[src/rtl/mem_stage_if.sv]
// Execute->memory->writeback bus bundle for the memory-access stage.
// The master view belongs to mem_stage; the slave view to its environment.
interface mem_stage_if;
  logic         flush;
  logic         W_allowin;
  logic         M_allowin;
  logic         EM_valid;
  logic [194:0] EM_BUS;
  logic [31:0]  data_sram_rdata;
  logic         MW_valid;
  logic [190:0] MW_BUS;
  logic [36:0]  MD_for_BUS;

  modport master (
    input  flush, W_allowin, EM_valid, EM_BUS, data_sram_rdata,
    output M_allowin, MW_valid, MW_BUS, MD_for_BUS
  );

  modport slave (
    output flush, W_allowin, EM_valid, EM_BUS, data_sram_rdata,
    input  M_allowin, MW_valid, MW_BUS, MD_for_BUS
  );
endinterface

[src/rtl/mem_stage.sv]
// Memory-access pipeline stage: load alignment/extension, read-data hold
// during writeback stalls, exception/CSR pass-through and decode forwarding.
module mem_stage (
  input  logic        clk,
  input  logic        rstn,
  mem_stage_if.master bus
);
  logic         m_valid;
  logic         m_allowin;
  logic         mw_valid;
  logic         entry;
  logic [194:0] em_bus_r;
  logic [31:0]  rbuf;
  logic         rbuf_vld;

  logic [31:0] pc, rf_wdata, vaddr, csr_wmask, csr_wdata;
  logic        gr_we, ex, esubcode, csr_we, gr_we_out;
  logic [4:0]  dest;
  logic [3:0]  res_from_mem;
  logic [7:0]  ecode;
  logic [13:0] csr_addr;

  logic [31:0] rdata, ld_data, final_wdata;
  logic [7:0]  ld_byte;
  logic [15:0] ld_half;

  assign {pc, rf_wdata, gr_we, dest, res_from_mem, vaddr, ex, ecode, esubcode,
          csr_addr, csr_we, csr_wmask, csr_wdata} = em_bus_r;

  assign m_allowin = !m_valid || bus.W_allowin;
  assign mw_valid  = m_valid && !bus.flush;
  assign entry     = bus.EM_valid && m_allowin && !bus.flush;

  always_ff @(posedge clk or negedge rstn) begin
    if (!rstn) begin
      m_valid <= 1'b0;
    end else if (bus.flush) begin
      m_valid <= 1'b0;
    end else if (m_allowin) begin
      m_valid <= bus.EM_valid;
    end
  end

  always_ff @(posedge clk or negedge rstn) begin
    if (!rstn) begin
      em_bus_r <= '0;
    end else if (entry) begin
      em_bus_r <= bus.EM_BUS;
    end
  end

  // The SRAM only holds its read data for one cycle; keep the first-cycle
  // word whenever writeback does not take the instruction that cycle.
  always_ff @(posedge clk or negedge rstn) begin
    if (!rstn) begin
      rbuf     <= '0;
      rbuf_vld <= 1'b0;
    end else if (bus.flush || entry) begin
      rbuf_vld <= 1'b0;
    end else if (m_valid && !rbuf_vld && !(mw_valid && bus.W_allowin)) begin
      rbuf     <= bus.data_sram_rdata;
      rbuf_vld <= 1'b1;
    end
  end

  assign rdata = rbuf_vld ? rbuf : bus.data_sram_rdata;

  always_comb begin
    ld_byte = rdata[7:0];
    case (vaddr[1:0])
      2'd0: ld_byte = rdata[7:0];
      2'd1: ld_byte = rdata[15:8];
      2'd2: ld_byte = rdata[23:16];
      2'd3: ld_byte = rdata[31:24];
      default: ld_byte = rdata[7:0];
    endcase
    ld_half = vaddr[1] ? rdata[31:16] : rdata[15:0];

    if (res_from_mem[3]) begin
      ld_data = rdata;
    end else if (res_from_mem[1]) begin
      ld_data = {{16{ld_half[15] & ~res_from_mem[2]}}, ld_half};
    end else begin
      ld_data = {{24{ld_byte[7] & ~res_from_mem[2]}}, ld_byte};
    end

    final_wdata = (res_from_mem != 4'd0) ? ld_data : rf_wdata;
  end

  assign gr_we_out = gr_we && !ex;

  assign bus.M_allowin  = m_allowin;
  assign bus.MW_valid   = mw_valid;
  assign bus.MW_BUS     = {pc, final_wdata, gr_we_out, dest, ex, ecode, esubcode,
                           csr_addr, csr_we, csr_wmask, csr_wdata, vaddr};
  assign bus.MD_for_BUS = {dest & {5{m_valid && gr_we_out}}, final_wdata};
endmodule

[src/flat_wrapper.sv]
// flat-port wrapper written by rule: the top's interface ports become plain ports
module mem_stage_flat 
  (clk, rstn, bus_flush, bus_W_allowin, bus_EM_valid, bus_EM_BUS, bus_data_sram_rdata, bus_M_allowin, bus_MW_valid, bus_MW_BUS, bus_MD_for_BUS);
  mem_stage_if bus_i ();
  input  logic clk;
  input  logic rstn;
  input wire logic [$bits(bus_i.flush)-1:0] bus_flush;
  input wire logic [$bits(bus_i.W_allowin)-1:0] bus_W_allowin;
  input wire logic [$bits(bus_i.EM_valid)-1:0] bus_EM_valid;
  input wire logic [$bits(bus_i.EM_BUS)-1:0] bus_EM_BUS;
  input wire logic [$bits(bus_i.data_sram_rdata)-1:0] bus_data_sram_rdata;
  output wire logic [$bits(bus_i.M_allowin)-1:0] bus_M_allowin;
  output wire logic [$bits(bus_i.MW_valid)-1:0] bus_MW_valid;
  output wire logic [$bits(bus_i.MW_BUS)-1:0] bus_MW_BUS;
  output wire logic [$bits(bus_i.MD_for_BUS)-1:0] bus_MD_for_BUS;
  assign bus_i.flush = bus_flush;
  assign bus_i.W_allowin = bus_W_allowin;
  assign bus_i.EM_valid = bus_EM_valid;
  assign bus_i.EM_BUS = bus_EM_BUS;
  assign bus_i.data_sram_rdata = bus_data_sram_rdata;
  assign bus_M_allowin = bus_i.M_allowin;
  assign bus_MW_valid = bus_i.MW_valid;
  assign bus_MW_BUS = bus_i.MW_BUS;
  assign bus_MD_for_BUS = bus_i.MD_for_BUS;
  mem_stage u_core (.clk(clk), .rstn(rstn), .bus(bus_i));
endmodule
[config.mk]
export PLATFORM = sky130hd
export DESIGN_NAME = mem_stage_flat
export DESIGN_NICKNAME = d
export VERILOG_FILES = /design/src/rtl/mem_stage_if.sv /design/src/rtl/mem_stage.sv /design/src/flat_wrapper.sv
export SDC_FILE = /design/constraint.sdc
export NUM_CORES = 1
export LEC_CHECK = 0
export BUFFER_PORTS_ARGS = -buffer_cell sky130_fd_sc_hd__buf_2
export CELL_PAD_IN_SITES_DETAIL_PLACEMENT = 1
export CELL_PAD_IN_SITES_GLOBAL_PLACEMENT = 1
export CORE_MARGIN = 2
export CORE_UTILIZATION = 38
export DETAILED_ROUTE_END_ITERATION = 8
export PLACE_DENSITY_LB_ADDON = 0.1
export SLEW_MARGIN = 10
export SYNTH_ARGS = -nofsm -noshare
export SYNTH_HDL_FRONTEND = slang
export SYNTH_SLANG_ARGS = --single-unit
[constraint.sdc]
create_clock -name clk -period 2.35 [get_ports clk]
set_clock_uncertainty 0.05 [all_clocks]
set_input_delay 0.47 -clock clk [delete_from_list [all_inputs] [get_ports clk]]
set_output_delay 0.47 -clock clk [all_outputs]
set_load 0.02 [all_outputs]
==> results.rst, run 1 <==
.. list-table::
   :header-rows: 1

   * - Metric
     - Value
   * - Run status
     - finished with violations
   * - Violations in the final reports
     - negative setup slack
   * - Met3 wire length
     - 2.51 mm
   * - GP Congestion
     - 0.786
   * - Final WS setup
     - -0.583 ns
   * - Effective utilization at floorplan
     - 38.8%
   * - Maximum number of pins on one net before global-route repair
     - 81
   * - Worst EP arrival
     - 2.41 ns
   * - Sum of routed wire segments on met1
     - 12.4 mm
   * - Overflow left after global routing
     - 0
   * - Ranking of synthesized cells by area
     - dfrtp_1 (49%), buf_4 (13%), mux2_1 (13%)
   * - Cell Area, Synth
     - 11600 um2
   * - Number of clock buffers inserted by TritonCTS
     - 27
   * - Number of enable-type register cells in the synthesized netlist
     - 0
   * - Depth of the most critical reg-to-reg path
     - 4
   * - Detailed-router iteration count before antenna repair
     - 4
   * - Fraction of synthesized cell area taken by the top area cell type
     - 49.4%
   * - Total of max-cap violations
     - 0
   * - Slew at the pin with the worst max-slew slack
     - 0.527 ns
   * - Filler cells
     - 3256
   * - Dpl ws
     - -0.119 ns
   * - Core region area
     - 29900 um2
   * - Yosys warning count
     - 0
   * - Worst hold path type
     - input pin to register
   * - Max stage delay cell, worst path
     - mux4_1
   * - Boundary pin count
     - 462
   * - Via count of the first global-routing pass
     - 8661
   * - Final period demand of the worst path
     - 2.93 ns
   * - Peak supply drop
     - 0.583 mV
   * - Share of async-settable or async-resettable flops after synthesis
     - 100%
   * - Crit-path leading delay family
     - multiplexers
   * - Relative max-transition margin
     - 64.9%
   * - Vertical die dimension
     - 179 um
   * - Avg Inst Size Synth
     - 12.8 um2
   * - Cells after Synth
     - 909
   * - Worst-case hold slack
     - 0.0870 ns
   * - Number of max-slew violations in the final report
     - 0
   * - Area of the die
     - 31900 um2
   * - Hold Path Cell Cnt
     - 2
   * - Area Growth Syn to Fin
     - 24.6%
   * - Critical path data required time
     - 1.83 ns
   * - Leak Pwr
     - 6.87 nW
   * - Buffers & Inverters on Critical Path
     - 1
   * - Initial drt markers
     - 297
   * - H-tree levels
     - 1
   * - Clock Tree Root
     - clkbuf_16
   * - # setup viols final
     - 64
   * - Worst-path maximum fanout
     - 8
   * - Proportion of synthesized chip area in sequential cells
     - 49.4%
   * - Startpoint of the most critical setup path
     - u_core.rbuf_vld
   * - First-pass GRT wire length
     - 50.3 mm
   * - Number of library cell types mapped by synthesis
     - 43
   * - Main synth FF type
     - dfrtp_1
   * - HP Start
     - bus_EM_BUS[86]
   * - Final hold vios
     - 0
   * - Critical Path Source Type
     - register
   * - Drt via density
     - 4.85
   * - Layout cells sized above 1
     - 57.8%
   * - Source-to-sink clock delay at the later pin of the worst-skew pair
     - 0.53 ns
   * - RSZ-0062 raised after global routing
     - yes
   * - # nets final
     - 1453
   * - Global-route usage over all layers
     - 20.6%
   * - Clock transition at the registers of the reported paths
     - 0.06 ns
   * - Power density relative to cell area
     - 922 nW/um2
   * - Total vias in the final route
     - 7919
   * - Final routed wirelength across all metal layers
     - 33.3 mm
   * - Maximum buffer depth of the clock tree
     - 3
   * - Final clock period utilization by the worst path
     - 125%
   * - Post-DP HPWL
     - 25.3 mm
   * - DR WL/cell
     - 20.4 um
   * - Maximum achievable frequency
     - 341 MHz
   * - Antenna Nets Post-Route
     - 0
   * - Met2 wire len
     - 17.6 mm
   * - Type of the worst setup path
     - register to output pin
   * - Number of rows in the core area
     - 63
   * - Cell Chain, Critical Path
     - mux4_1 > mux2i_1 > o31a_4 > a221oi_4 > buf_4
   * - CTS tree
     - built
   * - Levels on crit path
     - 5
   * - Number of port buffers
     - 461
   * - Maximum single-stage delay on the critical path
     - 0.58 ns
   * - Sink count of the clock tree
     - 229
   * - Area leader, netlist
     - dfrtp_1
   * - Chip width
     - 179 um
   * - Worst setup EP type
     - output pin
   * - # DRC
     - 0
   * - Top metal layer carrying routed signals
     - met5
   * - Antenna violations before repair
     - 9
   * - Worst reg2reg startpoint
     - u_core.m_valid
   * - Number of register bits inferred by synthesis
     - 229
   * - Synthesized netlist net count
     - 1141
registers in the layout, summed over array words and instances, names as in the netlist:
| register | cells |
|---|---|
| u_core.em_bus_r | 195 |
| u_core.m_valid | 1 |
| u_core.rbuf_vld | 1 |
| u_core.rbuf | 32 |
final timing paths:
check,slack (ns),end
worst max-delay path,-0.58,bus_MW_BUS[140]
worst min-delay path,0.09,u_core.em_bus_r[86]
worst max register to register,0.33,u_core.em_bus_r[155]
worst min register to register,0.43,u_core.em_bus_r[130]
max in group asynchronous,1.21,u_core.rbuf[5]
min in group asynchronous,0.37,u_core.em_bus_r[155]
Yosys cell counts, types with 7 or more instances:
cell type / number
a21oi_2: 10
nor2_1: 21
a21oi_1: 14
buf_4: 208
buf_2: 18
mux2_1: 134
clkbuf_1: 11
a221oi_2: 9
nand2_1: 36
nor3_1: 13
dfrtp_1: 229
mux2i_1: 20
mux4_2: 7
mux2_2: 104
or3_1: 15
stage by stage:
| stage | instance area, um2 | util, % | power [mW] | setup TNS, ns | cells |
|---|---|---|---|---|---|
| floorplan | 11700 | - | 8.35 | -0.675 | 909 |
| global placement | 13400 | 44.9 | 9.10 | -1.74 | 1579 |
| detailed placement | 13400 | 44.9 | 9.18 | -2.48 | 1579 |
| CTS | 14400 | 48.2 | 13.5 | -35.68 | 1631 |
| global route | 14500 | 48.4 | 14.0 | -40.70 | 1634 |
| finish | 14500 | 48.4 | 13.3 | -34.58 | 1634 |
cell families (layout without fill, tap and decap cells):
group | count (synthesis) | after routing | share of synthesized area [%]
muxes | 268 | 268 | 26.9
other | 0 | 2 | 0
and+or+nand+nor | 111 | 111 | 4.66
buffers and inverters | 246 | 579 | 15.1
DFF | 229 | 229 | 49.4
AOI/OAI and AO/OA | 55 | 55 | 3.93
area by class of cell:
class	count	area (um2)	area share (%)
antenna	2	5.00	0.0346
clock buffer	41	798	5.52
clock inverter	9	76.3	0.528
inverter	5	18.8	0.130
multi-input combinational	434	4300	29.8
sequential	229	5730	39.7
tap	390	488	3.38
timing repair buffer	524	3030	21.0
layer usage:
layer / vias to the layer above / track usage [%]
met5: - / 0
met1: 3999 / 23.9
li1: 3579 / -
met2: 273 / 37.1
met4: 12 / 4.81
met3: 56 / 6.13
placed cells by master, fill, tap and decap left out, drive strengths merged, types with 3 or more instances in the layout:
cell	count
buf	522
mux2	238
dfrtp	229
clkbuf	42
nand2	36
a21oi	24
nor2	21
mux2i	20
or3	15
nor3	15
a221oi	10
mux4	10
clkinv	6
and3	6
inv	6
o21ai	6
nand2b	4
nand3	4
nor2b	3
a31oi	3
a31o	3
or2	3
power breakdown:
group / leakage [nW] / total (mW) / switching [mW] / internal, mW
Sequential: 2.70 / 5.05 / 0.392 / 4.66
Clock: 0.434 / 4.14 / 1.70 / 2.44
Combinational: 3.73 / 4.14 / 2.41 / 1.72
Total: 6.87 / 13.3 / 4.50 / 8.82
worst reg2reg max path, stage by stage (launching register included):
cell and delay [ns]:
dfrtp_1 0.44, and2b_1 0.23, nor3b_2 0.28, buf_12 0.37
mux2_1 0.52
what timing repair did:
item | in CTS | in global routing
endpoints found under the setup margin | 64 | 64
hold buffers | 1 | 0
buffers inserted | 1 | 0
gates cloned | 0 | 1
resized for setup | 20 | 12
endpoints found under the hold margin | 35 | 0
pin swaps | 0 | 1
(Power assumes the default switching activity.)
==> inputs of run 2 (changes only) <==
Settings changed: ABC_AREA from default to 1, CORE_UTILIZATION 38 to 37.
==> run 2 against run 1 <==
- count of clock-buffer cells in the layout is 7 lower
- first-iteration DRC count up 26%
- total power up 2.2%
- global-route usage up 0.33 points
- the run still ends with negative setup slack left
- critical endpoint is now bus_MW_BUS[146]
- sequential share of layout area decreased by 0.66 points
- synthesized cell count rose by 21%
- clock power grew 15%
- setup slack better by 0.14 ns
- largest cell class unchanged
- hold slack lost 0.017 ns
- utilization is 0.56 points lower
- register-to-register slack better by 0.22 ns
==> results.rst, run 2 <==
.. list-table::
   :header-rows: 1

   * - Metric
     - Value
   * - Share of synthesized cell area in and, or, nand and nor gates
     - 8.69% (+4.0 points)
   * - Power density relative to cell area
     - 926 nW/um2 (+0.45%)
   * - Slew at the pin with the worst max-slew slack
     - 0.537 ns (+0.0105 ns)
   * - Main synth FF type
     - dfrtp_1
   * - Final clock period utilization by the worst path
     - 119% (-6.0 points)
   * - Final WS setup
     - -0.442 ns (+0.141 ns)
   * - Detailed-router iteration count before antenna repair
     - 4 (unchanged)
   * - Clock Tree Root
     - clkbuf_16
   * - Design area
     - 14700 um2 (+1.7%)
   * - Area Growth Syn to Fin
     - 26.6%
   * - R2R Setup Slk
     - 0.55 ns (+0.22 ns)
   * - Synthesized netlist net count
     - 1334 (+17%)
   * - Type of the worst setup path
     - register to output pin
   * - Number of port buffers
     - 461 (unchanged)
   * - Final routed wirelength across all metal layers
     - 34.9 mm (+4.8%)
   * - First-pass GRT wire length
     - 53.6 mm (+6.5%)
   * - Placed Instance Area
     - 13100 um2 (-2.2%)
   * - Number of library cell types mapped by synthesis
     - 30 (-30%)
   * - Most used cell along the critical path
     - nand2_1
   * - Area leader, netlist
     - dfrtp_1
   * - Overflow left after global routing
     - 0 (unchanged)
   * - H-tree levels
     - 1 (unchanged)
   * - Final hold vios
     - 0 (unchanged)
   * - Max stage delay cell, worst path
     - dfrtp_2
   * - Worst hold path type
     - input pin to register
   * - Clock transition at the registers of the reported paths
     - 0.06 ns (about the same)
   * - Violations in the final reports
     - negative setup slack
   * - Maximum single-stage delay on the critical path
     - 0.44 ns (-0.14 ns)
   * - Global-route usage over all layers
     - 20.9% (+0.33 points)
   * - Relative max-transition margin
     - 64.2% (-0.70 points)
   * - Boundary pin count
     - 462 (unchanged)
   * - Via count of the first global-routing pass
     - 9304 (+7.4%)
   * - Drt via density
     - 4.71 (-2.8%)
   * - Layout cells sized above 1
     - 55.5% (-2.3 points)
   * - Antenna Nets Post-Route
     - 0 (unchanged)
   * - Buffers & Inverters on Critical Path
     - 2 (+1)
   * - Leading cell type by number of instances after synthesis
     - dfrtp_1
   * - Sequential share of power
     - 36.8% (-1.1 points)
   * - Post-Synth XOR/XNOR Area
     - 0% (unchanged)
   * - # nets final
     - 1637 (+13%)
   * - Critical path data required time
     - 1.83 ns (about the same)
   * - Worst EP arrival
     - 2.27 ns (-0.14 ns)
   * - Ranking of synthesized cells by instance count
     - dfrtp_1 (229), buf_4 (199), mux2_2 (155), nand2_1 (155), inv_1 (72)
   * - Main combinational cell family by area after synthesis
     - multiplexers
   * - Switching part of the total power
     - 32.7% (-1.1 points)
   * - CTS tree
     - built
   * - Chip width
     - 181 um (+1.4%)
   * - Cell Chain, Critical Path
     - inv_2 > nand2_1 > nand3_1 > nand2_1 > nand2_1 > nand2_2 > nand2_4 > nand2_8 > a21oi_2 > buf_2
   * - Share of async-settable or async-resettable flops after synthesis
     - 100% (unchanged)
   * - Number of max-slew violations in the final report
     - 0 (unchanged)
   * - Initial drt markers
     - 374 (+26%)
   * - Fraction of synthesized cell area taken by the top area cell type
     - 49.4% (-0.064 points)
   * - Vertical die dimension
     - 181 um (+1.4%)
   * - Final period demand of the worst path
     - 2.79 ns (-0.141 ns)
   * - Clock power frac
     - 34.9% (+3.8 points)
   * - Top library cells by usage in the layout, fill and taps aside
     - buf_2 (443), dfrtp_1 (225), mux2_2 (155)
   * - Sink count of the clock tree
     - 229 (unchanged)
   * - Adder-cell share of the synthesized area
     - 0% (unchanged)
   * - Worst-path maximum fanout
     - 8 (unchanged)
   * - Internal cell power
     - 9.17 mW (+3.9%)
   * - Area of the die
     - 32800 um2 (+2.8%)
   * - DR WL/cell
     - 19.1 um (-6.2%)
   * - Leak Pwr
     - 7.41 nW (+7.9%)
   * - RSZ-0062 raised after global routing
     - yes
   * - # DRC
     - 0 (unchanged)
   * - Core region area
     - 30700 um2 (+2.9%)
   * - Cell Area, Synth
     - 11600 um2 (+0.13%)
   * - Top flop regs
     - u_core.em_bus_r (195), u_core.rbuf (32)
   * - Relative contribution of combinational cells to total power
     - 28.3% (-2.7 points)
   * - Run status
     - finished with violations
   * - Commonest non-fill, non-tap cell in the layout
     - buf_2
   * - Largest reg by FF count
     - u_core.em_bus_r
   * - Ranking of synthesized cells by area
     - dfrtp_1 (49%), mux2_2 (15%), buf_4 (13%)
   * - Number of register bits inferred by synthesis
     - 229 (unchanged)
   * - Post-synthesis mux area share
     - 18.6% (-8.3 points)
   * - Maximum number of pins on one net before global-route repair
     - 82 (+1.2%)
   * - Number of enable-type register cells in the synthesized netlist
     - 0 (unchanged)
   * - Cells after Synth
     - 1102 (+21%)
   * - Number of rows in the core area
     - 64 (+1.6%)
   * - Post-DP HPWL
     - 26.2 mm (+3.4%)
   * - Crit-path leading delay family
     - simple AND/OR/NAND/NOR gates
   * - Proportion of synthesized chip area in sequential cells
     - 49.4% (-0.064 points)
   * - # setup viols final
     - 64 (unchanged)
   * - Psw
     - 4.45 mW (-1.2%)
   * - Max reg flops
     - 195 (unchanged)
   * - Avg Inst Size Synth
     - 10.5 um2 (-17%)
   * - Filler cells
     - 3521 (+8.1%)
   * - Worst-case hold slack
     - 0.0702 ns (-0.0168 ns)
   * - GP Congestion
     - 0.829 (+5.5%)
   * - Number of clock buffers inserted by TritonCTS
     - 28 (+3.7%)
   * - Total vias in the final route
     - 8598 (+8.6%)
   * - Total of max-cap violations
     - 0 (unchanged)
   * - Source-to-sink clock delay at the later pin of the worst-skew pair
     - 0.55 ns (+0.02 ns)
   * - Antenna violations before repair
     - 8 (-1)
   * - Yosys warning count
     - 0 (unchanged)
   * - Post-synthesis compound-gate area fraction
     - 5.53% (+1.6 points)
   * - Maximum achievable frequency
     - 358 MHz (+5.0%)
   * - Maximum buffer depth of the clock tree
     - 3 (unchanged)
   * - Peak supply drop
     - 0.572 mV (-2.0%)
   * - Worst setup EP type
     - output pin
   * - Critical Path Source Type
     - register
   * - Post-layout total power
     - 13.6 mW (+2.2%)
   * - Effective utilization at floorplan
     - 37.8% (-1.1 points)
run 2: cell types whose count changed after synthesis, sizes merged, moves of 6 or more:
| cell | change |
|---|---|
| inv | +69 |
| or3 | -15 |
| mux4 | -10 |
| nand3 | +30 |
| a221oi | -10 |
| and3 | -6 |
| a21oi | +21 |
| o21ai | +63 |
| nor2 | +34 |
| nand2 | +122 |
| nor3 | -15 |
| mux2 | -46 |
| mux2i | -20 |
run 2: routing by layer:
| layer | wire length, um | vias up | share of wire, % | track usage (%) |
|---|---|---|---|---|
| met4 | 799 | 6 | 2.3 | 5.76 |
| met5 | 37 | - | 0.11 | 0 |
| met2 | 18600 | 277 | 53 | 39.0 |
| met3 | 2250 | 54 | 6.4 | 5.36 |
| met1 | 13200 | 4258 | 38 | 23.4 |
| li1 | - | 4003 | - | - |
run 2: cells by family (layout without fill, tap and decap cells):
logic type             count (synthesis)  after routing
buffers and inverters                315            637
AND/OR/NAND/NOR                      250            251
flip-flops                           229            229
multiplexers                         192            192
AO/OA/AOI/OAI                        116            116
other                                  0              5
run 2: final timing paths:
kind,startpoint,end,cells after the start
worst max-delay path,u_core.rbuf_vld,bus_MW_BUS[146],10
worst min-delay path,bus_flush,u_core.m_valid,2
worst max register to register,u_core.m_valid,u_core.em_bus_r[172],7
worst min register to register,u_core.em_bus_r[42],u_core.em_bus_r[42],1
max in group asynchronous,rstn,u_core.em_bus_r[89],3
min in group asynchronous,rstn,u_core.em_bus_r[91],2
run 2: through the flow:
step	worst slack [ns]	std cells	setup TNS [ns]	util (%)
after floorplan	0.114	1102	0	-
after global placement	-0.0733	1763	-0.238	42.7
after detailed placement	-0.0692	1763	-0.450	42.7
after CTS	-0.473	1820	-27.34	47.0
after global routing	-0.565	1824	-31.22	47.8
final	-0.442	1826	-23.28	47.8
run 2: final cells by class:
type | count | area, um2 | share of cell area, %
inverters | 75 | 282 | 1.91
clock inverters | 16 | 256 | 1.74
flip-flops and latches | 229 | 5740 | 39.0
well taps | 396 | 495 | 3.37
repair buffers | 512 | 2970 | 20.2
diodes | 5 | 12.5 | 0.0851
multi-input cells | 559 | 4190 | 28.5
clock buffers | 34 | 763 | 5.19
run 2: repair_timing:
action,CTS,global route
buffers inserted,4,1
resized for setup,71,61
endpoints found under the setup margin,64,64
hold buffers,1,0
gates cloned,2,1
pin swaps,7,12
hold endpoints to repair,28,0
run 2: power by group through the flow:
| stage | registers [mW] | logic (mW) | clock network [mW] |
|---|---|---|---|
| 3_5_place_dp | 5.06 | 3.66 | 0 |
| 4_1_cts | 5.01 | 3.81 | 4.90 |
| 3_3_place_gp | 5.03 | 3.61 | 0 |
| 5_1_grt | 5.12 | 4.15 | 5.04 |
| 2_1_floorplan | 4.96 | 3.04 | 0 |
| 6_report | 5.02 | 3.85 | 4.75 |
